--- src/rtl/alu_operand_stage.sv ---
// ALU operand/destination selection with write-back forwarding, registered behind
// a valid/ready pipeline stage with a one-entry skid buffer.
module alu_operand_stage #(
    parameter int DATA_W = 16,
    parameter int IMM_W  = 5,
    parameter int REG_AW = 5
) (
    input  logic              clk,
    input  logic              rst_n,
    input  logic              in_valid,
    output logic              in_ready,
    input  logic [1:0]        b_mode,
    input  logic              dst_sel,
    input  logic [REG_AW-1:0] rs_addr,
    input  logic [REG_AW-1:0] rt_addr,
    input  logic [REG_AW-1:0] rd_addr,
    input  logic [DATA_W-1:0] rs_data,
    input  logic [DATA_W-1:0] rt_data,
    input  logic [IMM_W-1:0]  imm,
    input  logic              wb_we,
    input  logic [REG_AW-1:0] wb_addr,
    input  logic [DATA_W-1:0] wb_data,
    output logic              out_valid,
    input  logic              out_ready,
    output logic [DATA_W-1:0] op_a,
    output logic [DATA_W-1:0] op_b,
    output logic [REG_AW-1:0] dst_addr
);

    typedef enum logic [1:0] {EMPTY, FULL, SKID} state_t;

    state_t            state;
    logic              fwd_a;
    logic              fwd_b;
    logic [DATA_W-1:0] rb;
    logic [DATA_W-1:0] new_a;
    logic [DATA_W-1:0] new_b;
    logic [REG_AW-1:0] new_dst;
    logic [DATA_W-1:0] skid_a;
    logic [DATA_W-1:0] skid_b;
    logic [REG_AW-1:0] skid_dst;
    logic              accept;
    logic              consume;

    // Register 0 reads as zero, so a write-back to it must never be forwarded.
    always_comb begin
        fwd_a   = wb_we && (wb_addr == rs_addr) && (rs_addr != '0);
        fwd_b   = wb_we && (wb_addr == rt_addr) && (rt_addr != '0);
        new_a   = fwd_a ? wb_data : rs_data;
        rb      = fwd_b ? wb_data : rt_data;
        new_dst = dst_sel ? rd_addr : rt_addr;
        case (b_mode)
            2'd0:    new_b = rb;
            2'd1:    new_b = {{(DATA_W-IMM_W){1'b0}}, imm};
            2'd2:    new_b = {{(DATA_W-IMM_W){imm[IMM_W-1]}}, imm};
            default: new_b = '0;
        endcase
    end

    assign accept  = in_valid && in_ready;
    assign consume = out_valid && out_ready;

    // in_ready is registered: it only drops once the skid entry is occupied.
    always_ff @(posedge clk or negedge rst_n) begin
        if (!rst_n) begin
            state     <= EMPTY;
            out_valid <= 1'b0;
            in_ready  <= 1'b1;
            op_a      <= '0;
            op_b      <= '0;
            dst_addr  <= '0;
            skid_a    <= '0;
            skid_b    <= '0;
            skid_dst  <= '0;
        end else begin
            case (state)
                EMPTY: begin
                    if (accept) begin
                        op_a      <= new_a;
                        op_b      <= new_b;
                        dst_addr  <= new_dst;
                        out_valid <= 1'b1;
                        state     <= FULL;
                    end
                end
                FULL: begin
                    if (accept && consume) begin
                        op_a     <= new_a;
                        op_b     <= new_b;
                        dst_addr <= new_dst;
                    end else if (accept) begin
                        skid_a   <= new_a;
                        skid_b   <= new_b;
                        skid_dst <= new_dst;
                        in_ready <= 1'b0;
                        state    <= SKID;
                    end else if (consume) begin
                        out_valid <= 1'b0;
                        state     <= EMPTY;
                    end
                end
                SKID: begin
                    if (consume) begin
                        op_a     <= skid_a;
                        op_b     <= skid_b;
                        dst_addr <= skid_dst;
                        in_ready <= 1'b1;
                        state    <= FULL;
                    end
                end
                default: begin
                    state     <= EMPTY;
                    out_valid <= 1'b0;
                    in_ready  <= 1'b1;
                end
            endcase
        end
    end

endmodule

--- config.mk ---
export PLATFORM = sky130hd
export DESIGN_NAME = alu_operand_stage
export DESIGN_NICKNAME = d
export VERILOG_FILES = /design/src/rtl/alu_operand_stage.sv
export SDC_FILE = /design/constraint.sdc
export NUM_CORES = 1
export LEC_CHECK = 0
export BUFFER_PORTS_ARGS = -buffer_cell sky130_fd_sc_hd__buf_2
export CORE_MARGIN = 1.5
export CORE_UTILIZATION = 47
export DETAILED_ROUTE_END_ITERATION = 12
export GPL_TIMING_DRIVEN = 0
export MAX_ROUTING_LAYER = met4
export PLACE_DENSITY = 0.84
export SLEW_MARGIN = 20
export SYNTH_ARGS = -nofsm -noshare
export SYNTH_HDL_FRONTEND = slang
export SYNTH_SLANG_ARGS = --single-unit
--- constraint.sdc ---
create_clock -name clk -period 1.65 [get_ports clk]
set_input_delay 0.33 -clock clk [delete_from_list [all_inputs] [get_ports clk]]
set_output_delay 0.33 -clock clk [all_outputs]
set_load 0.02 [all_outputs]
==> run metrics <==
Congestion Overflow GR=0; Synth top area share=48.06%; CTS clk-pin slew, worst paths=0.09 ns; Filler cells=648; fmax=584.7 MHz; Place WS=-0.6480 ns; core area=0.008258 mm2; Routability Congestion=0.9287; Buf/Inv on CP=1; R2R Setup Slk=-0.06 ns; Worst Tran Pin Value=0.7123 ns; peak fanout along the critical path=10; vias=4038; Pleak=2.576 nW; Post-DRT Antenna Nets=0; # IOs=120; clock buffer depth=2; WL per Instance=19.46 um; Post-synth ARST share=100.0%; # DRC=0; Cell variety after synth=47; Adder-Cell Fraction of Synth Area=0%; DP Wirelength=8976 um; final wirelength=12790 um; PwrDens=685.7 mW/mm2; Worst VDD drop=0.0005213 V; run status=finished, violations left; synth cell count leaders=dfrtp_1 (77), nand2_1 (49), nor2_1 (35); crit path DAT=1.93 ns; later-pin clock latency in the skew report=0.36 ns; CP endpoint kind=flop; instance count on the critical path=6; Synth Area in Compound Gates=24.13%; slowest CP cell=dfstp_2; final hold slack=0.2810 ns; CTS Sinks=78; RSZ-0062 raised after global routing=yes; CTS tree=done; clk_skew=0.01272 ns; Total Power=3.710 mW; relative max-transition margin=52.52%; reg2reg path depth=6; failing checks=setup timing; Min Clock Period, post-route=1.710 ns; worst-path cell chain=nand2_4, nor3_4, nor2_2, buf_4, a221oi_2, a22oi_1; Die X=95.36 um; most frequent cell after synthesis=dfrtp_1; Final Hold Vio Count=0; initial drt markers=358; cell count after synthesis=407; final count of pins violating max slew=0; layout cells sized above 1=42.39%; largest family of logic cells by synthesized area=compound AO/OA/AOI/OAI gates; Yosys warning total=0; Slowest Stage Delay on Critical Path=0.57 ns; CTS root buf=clkbuf_8; mux cell area share after synthesis=8.271%; XOR/XNOR share of the synthesized area=1.717%; H-Tree Depth=3; Synth Cell Area=0.004009 mm2; IO Port Bufs=118; Antenna diodes=0; vias in the first global route=3859; Seq/Total Area, Yosys=48.72%; startpoint class of the critical path=flop; max-cap violations=0; crit path kind=reg -> reg; Top delay family on crit path=flip-flops; Simple-Gate Fraction of Synth Area=13.39%; # setup viols final=15; hold crit path type=in -> reg; synth top area cells=dfrtp_1 (48%), mux2i_1 (8.0%), nand2_1 (4.6%), a22oi_1 (4.1%), nor2_1 (3.3%); Initial Util=48.55%; flops & latches, synth=78; die area=0.009093 mm2; Post-Syn Nets=488; final worst setup slack=-0.06018 ns; final cell utilization of the core=65.52%; Final period util=103.6%; number of flops mapped to enable cells by yosys=0; largest net degree at the start of global routing=48; Row Count=33; final cell count without fillers=657; Final nets=628; hold path depth=3; initial antenna violation count=0; first-pass iteration count of the detailed router=5; area grow syn2layout=34.96%; total CTS buffers=9; # placed instances=631; largest area contributor in the netlist=dfrtp_1; critical path required time=1.87 ns; Die H=95.36 um; Tot GR Track Use=29.17%; first-pass GRT wire length=19430 um; Most used DFF post-synth=dfrtp_1; DR vias/cell=6.146; Mapped Avg Cell Area=9.850 um2
==> routing by layer <==
metal  vias to the layer above  part of all wire, %  track usage, %  wire (um)
met5                         -                    0               -          0
met4                         0                  3.8           13.31        490
met3                        47                  5.8           4.306        744
met2                       194                   52           47.64       6699
met1                      1995                   38           35.75       4849
li1                       1802                    -               -          -
==> sequential cells by signal (all words and copies together) (netlist names) <==
register	cells
dst_addr	5
skid_a	16
state	2
out_valid	1
skid_dst	5
skid_b	16
op_b	16
in_ready	1
op_a	16
==> cell families (layout without fill, tap and decap cells) <==
| group | after synthesis | after routing |
|---|---|---|
| multiplexers | 33 | 33 |
| buffers and inverters | 35 | 180 |
| XOR/XNOR | 7 | 7 |
| flip-flops | 78 | 78 |
| AND/OR/NAND/NOR | 121 | 121 |
| AO/OA/AOI/OAI | 133 | 133 |
==> cell type report <==
| type | instances | area, um2 | area share [%] |
|---|---|---|---|
| repair buffers | 129 | 695.7 | 12.86 |
| inverters | 6 | 22.52 | 0.4163 |
| plain buffers | 29 | 217.7 | 4.024 |
| clock buffers | 12 | 135.1 | 2.498 |
| flip-flops and latches | 78 | 1957 | 36.17 |
| well taps | 105 | 131.4 | 2.428 |
| multi-input cells | 294 | 2203 | 40.73 |
| clock inverters | 4 | 47.55 | 0.8788 |
==> worst register-to-register path, cell delays in order, from the launching register on <==
cell,delay (ns)
dfstp_2,0.57
nand2_4,0.08
nor3_4,0.25
nor2_2,0.10
buf_4,0.20
a221oi_2,0.27
a22oi_1,0.11
==> final timing paths <==
path / start / endpoint
max: in_ready / op_b[14]
min: imm[4] / skid_b[4]
max reg2reg: in_ready / op_b[14]
min reg2reg: skid_a[4] / skid_a[4]
max in group asynchronous: rst_n / dst_addr[2]
min in group asynchronous: rst_n / op_b[10]
==> layout by cell type, fill, tap and decap left out, types with 6 or more instances in the layout <==
cell type / count
buf_2: 122
dfrtp_1: 74
nand2_1: 46
nor2_1: 32
mux2i_1: 23
a22oi_1: 21
o21ai_1: 15
o21ai_0: 15
o211ai_1: 11
buf_4: 11
a21oi_1: 10
a31oi_1: 10
clkbuf_8: 10
clkbuf_2: 9
mux2i_2: 9
a211oi_2: 9
nor3_2: 8
a221oi_2: 7
a211oi_1: 7
inv_1: 6
nor3_4: 6
clkbuf_1: 6
==> metrics by stage <==
| step | instance area (um2) | setup TNS [ns] |
|---|---|---|
| 5_1_grt | 5410 | -2.062 |
| 3_5_place_dp | 4895 | -26.54 |
| 4_1_cts | 5214 | 0 |
| 3_3_place_gp | 4865 | -39.43 |
| 2_1_floorplan | 4143 | -0.1418 |
| 6_report | 5410 | -0.2467 |
==> power breakdown <==
| part | internal (mW) | leakage [nW] | switching [mW] |
|---|---|---|---|
| logic | 0.171 | 1.41 | 0.226 |
| clock network | 0.697 | 0.0904 | 0.706 |
| registers | 1.91 | 1.07 | 0 |
| total | 2.78 | 2.58 | 0.932 |
==> timing repair <==
item / CTS / global route
setup buffers: 5 / 3
hold buffers: 1 / 0
endpoints found under the setup margin: 75 / 71
pin swaps: 4 / 4
gates cloned: 0 / 1
gates resized for setup: 35 / 49
endpoints found under the hold margin: 30 / 0
(Power assumes the default switching activity.)
